## src/rtl/fetch_queue_if.sv

```systemverilog
// Fetch queue bus: instruction memory request/response, ID-side delivery,
// and MEM-stage redirect, bundled for a single port on the fetch queue.
interface fetch_queue_if #(
   parameter int unsigned DEPTH = 4
) ();
   localparam int unsigned CntW = ((DEPTH > 1) ? $clog2(DEPTH) : 1) + 1;

   logic            imem_req;
   logic [31:0]     imem_addr;
   logic            imem_gnt;
   logic [31:0]     imem_rdata;
   logic            id_stall;
   logic            redirect;
   logic [31:0]     redirect_pc;
   logic            id_valid;
   logic [31:0]     id_instr;
   logic [31:0]     id_pc_plus4;
   logic [CntW-1:0] occupancy;

   // Fetch queue side
   modport master (
      output imem_req, imem_addr, id_valid, id_instr, id_pc_plus4, occupancy,
      input  imem_gnt, imem_rdata, id_stall, redirect, redirect_pc
   );

   // Memory / pipeline side
   modport slave (
      input  imem_req, imem_addr, id_valid, id_instr, id_pc_plus4, occupancy,
      output imem_gnt, imem_rdata, id_stall, redirect, redirect_pc
   );
endinterface

```

## src/rtl/fetch_queue.sv

```systemverilog
// Instruction prefetch queue: issues sequential fetches, buffers returned
// words with their PC+4, and feeds ID one instruction per cycle.
module fetch_queue #(
   parameter int unsigned DEPTH    = 4,
   parameter logic [31:0] RESET_PC = 32'h0000_0000
) (
   input logic           clk,
   input logic           rst,
   fetch_queue_if.master bus
);
   localparam int unsigned   PtrW   = (DEPTH > 1) ? $clog2(DEPTH) : 1;
   localparam int unsigned   CntW   = PtrW + 1;
   localparam logic [CntW:0] DepthC = (CntW + 1)'(DEPTH);

   logic [31:0]     fetchPcQ;
   logic            inflightQ;
   logic [31:0]     inflightPcQ;
   logic [PtrW-1:0] headQ;
   logic [PtrW-1:0] tailQ;
   logic [CntW-1:0] countQ;
   logic [31:0]     instrMem [DEPTH];
   logic [31:0]     pcMem    [DEPTH];

   logic [CntW:0] credit;
   logic          req;
   logic          accept;
   logic          push;
   logic          pop;
   logic          headValid;

   // Request gating: buffered plus outstanding words must leave room for one more
   always_comb begin
      credit    = {1'b0, countQ} + {{CntW{1'b0}}, inflightQ};
      req       = !rst && !bus.redirect && (credit < DepthC);
      accept    = req && bus.imem_gnt;
      push      = inflightQ && !bus.redirect;
      headValid = (countQ != '0);
      pop       = headValid && !bus.id_stall;
   end

   // ID-facing outputs; NOP when the queue is empty
   always_comb begin
      bus.imem_req    = req;
      bus.imem_addr   = fetchPcQ;
      bus.id_valid    = headValid;
      bus.id_instr    = headValid ? instrMem[headQ] : 32'h0;
      bus.id_pc_plus4 = headValid ? pcMem[headQ] : 32'h0;
      bus.occupancy   = countQ;
   end

   // Control state: reset beats redirect, redirect beats push/pop/accept
   always_ff @(posedge clk) begin
      if (rst) begin
         fetchPcQ    <= RESET_PC;
         inflightQ   <= 1'b0;
         inflightPcQ <= 32'h0;
         headQ       <= '0;
         tailQ       <= '0;
         countQ      <= '0;
      end else if (bus.redirect) begin
         fetchPcQ  <= bus.redirect_pc;
         inflightQ <= 1'b0;
         headQ     <= '0;
         tailQ     <= '0;
         countQ    <= '0;
      end else begin
         if (accept) begin
            fetchPcQ    <= fetchPcQ + 32'd4;
            inflightPcQ <= fetchPcQ;
         end
         inflightQ <= accept;
         if (push) tailQ <= tailQ + PtrW'(1);
         if (pop)  headQ <= headQ + PtrW'(1);
         case ({push, pop})
            2'b10:   countQ <= countQ + CntW'(1);
            2'b01:   countQ <= countQ - CntW'(1);
            default: countQ <= countQ;
         endcase
      end
   end

   // Storage write for the word returning from the previous cycle's fetch
   always_ff @(posedge clk) begin
      if (!rst && push) begin
         instrMem[tailQ] <= bus.imem_rdata;
         pcMem[tailQ]    <= inflightPcQ + 32'd4;
      end
   end

   // The credit check in req makes a push into a full queue impossible
   assert property (@(posedge clk) disable iff (rst) !(push && countQ == DepthC[CntW-1:0]));

endmodule

```

## src/flat_wrapper.sv

```systemverilog
// flat-port wrapper written by rule: the top's interface ports become plain ports
module fetch_queue_flat 
#(
   parameter int unsigned DEPTH    = 4,
   parameter logic [31:0] RESET_PC = 32'h0000_0000
)
  (clk, rst, bus_imem_req, bus_imem_addr, bus_id_valid, bus_id_instr, bus_id_pc_plus4, bus_occupancy, bus_imem_gnt, bus_imem_rdata, bus_id_stall, bus_redirect, bus_redirect_pc);
  fetch_queue_if #(.DEPTH(DEPTH)) bus_i ();
  input logic clk;
  input logic rst;
  output wire logic [$bits(bus_i.imem_req)-1:0] bus_imem_req;
  output wire logic [$bits(bus_i.imem_addr)-1:0] bus_imem_addr;
  output wire logic [$bits(bus_i.id_valid)-1:0] bus_id_valid;
  output wire logic [$bits(bus_i.id_instr)-1:0] bus_id_instr;
  output wire logic [$bits(bus_i.id_pc_plus4)-1:0] bus_id_pc_plus4;
  output wire logic [$bits(bus_i.occupancy)-1:0] bus_occupancy;
  input wire logic [$bits(bus_i.imem_gnt)-1:0] bus_imem_gnt;
  input wire logic [$bits(bus_i.imem_rdata)-1:0] bus_imem_rdata;
  input wire logic [$bits(bus_i.id_stall)-1:0] bus_id_stall;
  input wire logic [$bits(bus_i.redirect)-1:0] bus_redirect;
  input wire logic [$bits(bus_i.redirect_pc)-1:0] bus_redirect_pc;
  assign bus_imem_req = bus_i.imem_req;
  assign bus_imem_addr = bus_i.imem_addr;
  assign bus_id_valid = bus_i.id_valid;
  assign bus_id_instr = bus_i.id_instr;
  assign bus_id_pc_plus4 = bus_i.id_pc_plus4;
  assign bus_occupancy = bus_i.occupancy;
  assign bus_i.imem_gnt = bus_imem_gnt;
  assign bus_i.imem_rdata = bus_imem_rdata;
  assign bus_i.id_stall = bus_id_stall;
  assign bus_i.redirect = bus_redirect;
  assign bus_i.redirect_pc = bus_redirect_pc;
  fetch_queue #(.DEPTH(DEPTH), .RESET_PC(RESET_PC)) u_core (.clk(clk), .rst(rst), .bus(bus_i));
endmodule
```

## config.mk

```make
export PLATFORM = sky130hd
export DESIGN_NAME = fetch_queue_flat
export DESIGN_NICKNAME = d
export VERILOG_FILES = /design/src/rtl/fetch_queue_if.sv /design/src/rtl/fetch_queue.sv /design/src/flat_wrapper.sv
export SDC_FILE = /design/constraint.sdc
export NUM_CORES = 1
export LEC_CHECK = 0
export CAP_MARGIN = 10
export CORE_MARGIN = 5
export CORE_UTILIZATION = 68
export CTS_CLUSTER_SIZE = 24
export DETAILED_ROUTE_END_ITERATION = 7
export DONT_BUFFER_PORTS = 1
export PLACE_DENSITY = 0.92
export SYNTH_ARGS = -nofsm -noshare
export SYNTH_HDL_FRONTEND = slang
export SYNTH_SLANG_ARGS = --single-unit
```

## constraint.sdc

```tcl
create_clock -name clk -period 7.93 [get_ports clk]
set_input_delay 1.9825 -clock clk [delete_from_list [all_inputs] [get_ports clk]]
set_output_delay 1.9825 -clock clk [all_outputs]
set_load 0.03 [all_outputs]
```

==> impl_metrics.ini, run 1 <==
[setup_path]
worstPathRequired_ns = 5.95
slowest_stage = nor2_1
worst-setup-path-type = in2out
slowest_delay_ns = 0.53
crit_chain = or2_1, nor2_1
crit_family = simple AND/OR/NAND/NOR gates
setup.worst_path.end_class = output port
setup.worst_path.start_class = input port
crit_path_max_fanout = 26
path_buf_inv = 0
cp_data_arrival_time_ns = 2.94

[timing]
finClkSkew_ns = 0.0204
min_period_over_period_pct = 62.1
fmax_mhz = 203
slew_headroom_pct = 23.0
finalSetupViolations = 0
tightestPinTransition_ns = 1.15
rsz0062_at_grt = false
min_period_ns = 4.93
fin_setup_tns_ns = 0
final_hold_viol_count = 0
slew_viol_final = 0
whs_ns = 0.470

[yosys]
synth-seq-area-share_pct = 68.2
synth_most_common_cell = edfxtp_1
synth_cells = 899
yosysWarnings = 0
ys_seq_elements = 330
yosysTopAreaCellShare_pct = 57.2
synth_area_leaders = edfxtp_1, dfxtp_1, mux4_2, and2_1, nand2_1
ys_async_sr_fraction_pct = 0
synth_cell_types = 42
synth_edf_count = 256
synth_common_cells = edfxtp_1, nand2_1, dfxtp_1
syn-mean-instance-area_um2 = 15.0
synth_area_mm2 = 0.0134
yosysTopAreaCell = edfxtp_1
synth_ff_type = edfxtp_1
syn_nets = 976

[power]
p_sw_share_pct = 20.0
p_leak_nw = 4.59
combPwrFrac_pct = 1.7
p_sw_mw = 0.681
power.clock.fraction_pct = 42.2
p_int_mw = 2.73
power_density_mw_per_mm2 = 233
p_seq_share_pct = 56.1
peakVddDrop_mv = 0.181

[die]
coreArea_mm2 = 0.0195
initial_core_util_pct = 69.1
die_h_um = 151
die_area_mm2 = 0.0227
io_pins = 170
rows = 51
die_w_um = 151

[grt]
antenna_found_initial = 0
grt_pass1_vias = 7421
grt_pass1_wl_um = 43600
grt_use_total_pct = 25.2
grt_max_degree = 67
grt_overflow = 0

[drt]
wl_per_cell_um = 23.8
drtIter0Drc = 615
route.detailed.drc = 0
wl_um = 28100
routed_via_density = 6.38
dr.pass1.iters = 7
num_vias = 7531
ant_nets = 0

[place]
numPortBuffers = 0
finalWeightedCongestion = 0.899
placed_area_mm2 = 0.0137
dp.final_hpwl_um = 16000
dp_cells = 1126

[cts]
clk_path_buf_depth = 3
clk_pin_slew_worst_paths_ns = 0.06
numClockSinks = 330
cts_tree = yes
insertion_delay_ns = 0.54
holdBufCountCts = 0
postCtsResizedCells = 0
htreeDepth = 1
clockRootBuffer = clkbuf_16
post-cts-setup-buffers = 0
numCtsBuffers = 31

[hold_path]
hold_path.class = reg2reg

[outcome]
outcome = complete, no violations

[final_layout]
layout-drive-gt1-share_pct = 14.0
design_area_mm2 = 0.0146
fin_nets = 971
syn_to_final_growth_pct = 8.92
stdcell_count = 1181
fillers = 1086
antenna_cells = 0

[run]
max-cap-violations = 0
[final timing paths]
path / to / slack [ns] / cells after the start / start
max reg2reg: u_core.bus.occupancy[2]$_SDFFE_PP0P_ / 4.65 / 8 / u_core.bus.occupancy[0]$_SDFFE_PP0P_
min: u_core.inflightPcQ[13]$_SDFFE_PP0P_ / 0.47 / 2 / u_core.inflightPcQ[13]$_SDFFE_PP0P_
min reg2reg: u_core.inflightPcQ[13]$_SDFFE_PP0P_ / 0.47 / 2 / u_core.inflightPcQ[13]$_SDFFE_PP0P_
max: bus_imem_req / 3.00 / 2 / bus_redirect
[logic make-up (layout without fill, tap and decap cells)]
family                     after synthesis  count (layout)  synth area share, %
and+or+nand+nor                        300             300                 11.4
muxes                                   67              67                 10.9
xor gates and xnor gates                43              43                 2.80
AOI/OAI and AO/OA                       89              89                 4.07
adders and majority gates                8               8                0.800
DFF                                    330             330                 68.2
buffers and inverters                   62              79                 1.84
[power by group through the flow]
| stage | Clock (mW) | Sequential, mW | Combinational [mW] |
|---|---|---|---|
| finish | 1.44 | 1.91 | 0.0593 |
| global placement | 0 | 1.95 | 0.0571 |
| CTS | 1.45 | 1.91 | 0.0596 |
| global route | 1.54 | 1.91 | 0.0665 |
| floorplan | 0 | 1.94 | 0.0554 |
| detailed placement | 0 | 1.95 | 0.0588 |
[sequential cells by signal, summed over array words and instances (netlist names), named ones only]
signal                flops
u_core.instrMem         128
u_core.tailQ              2
u_core.inflightPcQ       32
u_core.bus.imem_addr     32
u_core.inflightQ          1
u_core.pcMem            128
u_core.headQ              2
u_core.bus.occupancy      3
[area by class of cell]
type	instances	area, um^2	share of cell area, %
tap	265	332	2.26
multi-input combinational	507	4040	27.6
sequential	330	9170	62.6
clock buffer	36	795	5.42
clock inverter	19	190	1.30
timing repair buffer	8	60.1	0.410
inverter	16	60.1	0.410
[placed cells by master, fill, tap and decap left out, drive strengths merged, types with 6 or more instances in the layout]
cell	n
nand3	28
dfxtp	74
a21oi	47
xnor2	27
xor2	16
and3	11
a31oi	10
and2	65
nand2	109
or3	10
buf	8
clkbuf	36
nor2	35
inv	16
nor4	7
o21ai	6
clkinv	11
nand4	20
ha	7
edfxtp	256
mux4	64
o211ai	8
[metal layers]
layer	share of wire, %	vias to the layer above	track usage (%)
li1	-	3398	-
met1	39	3691	35.1
met2	49	399	41.0
met3	11	43	6.92
met4	1.7	0	4.67
met5	0	-	0
[metrics by stage]
| step | utilization, % | total power, mW | worst slack [ns] |
|---|---|---|---|
| 2_1_floorplan | - | 2.00 | 2.88 |
| 3_3_place_gp | 70.2 | 2.01 | 3.03 |
| 3_5_place_dp | 70.2 | 2.01 | 3.02 |
| 4_1_cts | 75.3 | 3.43 | 2.94 |
| 5_1_grt | 75.3 | 3.53 | 2.80 |
| 6_report | 75.3 | 3.41 | 3.00 |
Note: power is estimated with default switching activity, not from simulation.
==> run 2: changes to the inputs <==
- CORE_UTILIZATION: 68 -> 57
- PLACE_DENSITY: 0.92 -> 0.83
- clock period: 7.93 -> 4.5 ns (I/O delays scaled with it)
==> impl_metrics.ini, run 2 (synthesized netlist as in run 1, its figures left out) <==
[outcome]
outcome = complete, no violations

[hold_path]
hold_path.class = reg2reg
min_to = u_core.inflightPcQ[13]$_SDFFE_PP0P_
holdPathStages = 2
hp-start = u_core.inflightPcQ[13]$_SDFFE_PP0P_

[drt]
num_vias = 7439
routed_via_density = 5.97
wl_per_cell_um = 20.9
drtIter0Drc = 618
route.detailed.drc = 0
wl_um = 26100
ant_nets = 0
dr.pass1.iters = 6

[cts]
htreeDepth = 2
post-cts-setup-buffers = 0
numClockSinks = 330
holdBufCountCts = 0
postCtsResizedCells = 0
clk_pin_slew_worst_paths_ns = 0.06
clk_path_buf_depth = 3
clockRootBuffer = clkbuf_16
insertion_delay_ns = 0.51
numCtsBuffers = 34
cts_tree = yes

[timing]
fin_setup_tns_ns = 0
final_hold_viol_count = 0
rsz0062_at_grt = false
slew_viol_final = 0
finClkSkew_ns = 0.0232
slew_headroom_pct = 32.9
finalSetupViolations = 0
min_period_ns = 3.63
tightestPinTransition_ns = 1.01
min_period_over_period_pct = 80.6
fmax_mhz = 276

[place]
placed_area_mm2 = 0.0138
numPortBuffers = 0
finalWeightedCongestion = 0.846
dp.final_hpwl_um = 17000

[final_layout]
layout-drive-gt1-share_pct = 15.5
syn_to_final_growth_pct = 11.1
design_area_mm2 = 0.0149
antenna_cells = 0
fin_nets = 980
mostFrequentLayoutCells = edfxtp_1, nand2_1, dfxtp_1
reg_top3 = u_core.instrMem (128), u_core.pcMem (128)
layout_commonest_cell = edfxtp_1

[setup_path]
crit_path_max_fanout = 66
setup.worst_path.start_class = flip-flop
worstPathRequired_ns = 3.38
r2r_cells = 8
slowest_delay_ns = 0.86
r2r_start = u_core.bus.occupancy[0]$_SDFFE_PP0P_
slowest_stage = or3_2
setup.worst_path.end_class = output port
crit_chain = or3_2, and2_1
worst-setup-path-type = reg2out
r2r-end = u_core.bus.occupancy[2]$_SDFFE_PP0P_
cp_data_arrival_time_ns = 2.50
ff2ff_setup_slack_ns = 1.28

[power]
p_sw_share_pct = 19.9
p_sw_mw = 1.26
combPwrFrac_pct = 1.7
power.clock.fraction_pct = 44.8
peakVddDrop_mv = 0.262
p_leak_nw = 4.72
power_density_mw_per_mm2 = 422
p_int_mw = 5.05
p_total_mw = 6.31
p_seq_share_pct = 53.5

[die]
io_pins = 170
coreArea_mm2 = 0.0233
die_w_um = 164
die_area_mm2 = 0.0268
rows = 56
initial_core_util_pct = 57.6
die_h_um = 164

[grt]
grt_use_total_pct = 20.0
grt_pass1_wl_um = 41700
antenna_found_initial = 0
grt_pass1_vias = 7504
grt_max_degree = 67
grt_overflow = 0

[run]
max-cap-violations = 0
[run 2: cell types whose count changed in the layout (fill, tap and decap cells not counted)]
cell,before,now
clkinvlp_4,2,1
buf_4,8,12
clkinv_8,0,2
clkbuf_1,5,4
buf_12,0,2
clkbuf_16,31,35
clkinv_1,8,4
bufinv_16,4,5
clkinvlp_2,2,1
clkinv_4,0,1
clkinv_2,3,7
[run 2: critical path, delay by kind of cell (launching register included)]
| family | cells | cell delay [ns] |
|---|---|---|
| and+or+nand+nor | 2 | 1.30 |
| DFF | 1 | 0.63 |
[run 2: layout make-up]
type | instances | area, um^2
sequential | 330 | 9170
fill | 1650 | 8390
multi-input combinational | 507 | 4040
clock buffer | 39 | 891
tap | 319 | 399
clock inverter | 21 | 254
timing repair buffer | 14 | 130
inverter | 16 | 60.1
[run 2: how the worst max path moves through the flow]
| stage | startpoint | end | slack [ns] | depth (start not counted) |
|---|---|---|---|---|
| after detailed placement | bus_redirect | bus_imem_req | 1.30 | 2 |
| final | u_core.bus.occupancy[0]$_SDFFE_PP0P_ | bus_id_pc_plus4[28] | 0.87 | 2 |
| after floorplan | rst | u_core.instrMem[0][0]$_DFFE_PP_ | 0.94 | 3 |
| after CTS | u_core.bus.occupancy[0]$_SDFFE_PP0P_ | bus_id_pc_plus4[28] | 0.86 | 2 |
| after global routing | u_core.bus.occupancy[0]$_SDFFE_PP0P_ | bus_id_instr[20] | 0.71 | 2 |
| after global placement | bus_redirect | bus_imem_req | 1.31 | 2 |
[run 2: per-layer routing]
layer	wire [um]	global-route usage, %	up-vias
met2	12400	31.8	293
met1	10800	27.4	3690
li1	-	-	3420
met4	426	4.54	0
met3	2450	6.21	36
met5	0	0	-
[run 2: per-stage QoR]
stage	hold WS, ns	util, %	setup WS [ns]	instances
CTS	0.474	64.1	0.860	1246
global route	0.500	64.1	0.715	1246
floorplan	0.449	-	0.938	899
detailed placement	0.470	59.2	1.30	1186
global placement	0.459	59.2	1.31	1186
finish	0.473	64.1	0.875	1246
[run 2: power groups by stage]
stage | sequential (mW) | clock, mW | combinational, mW
3_5_place_dp | 3.44 | 0 | 0.104
6_report | 3.37 | 2.83 | 0.105
3_3_place_gp | 3.44 | 0 | 0.101
4_1_cts | 3.37 | 2.88 | 0.105
2_1_floorplan | 3.42 | 0 | 0.0976
5_1_grt | 3.38 | 3.02 | 0.117
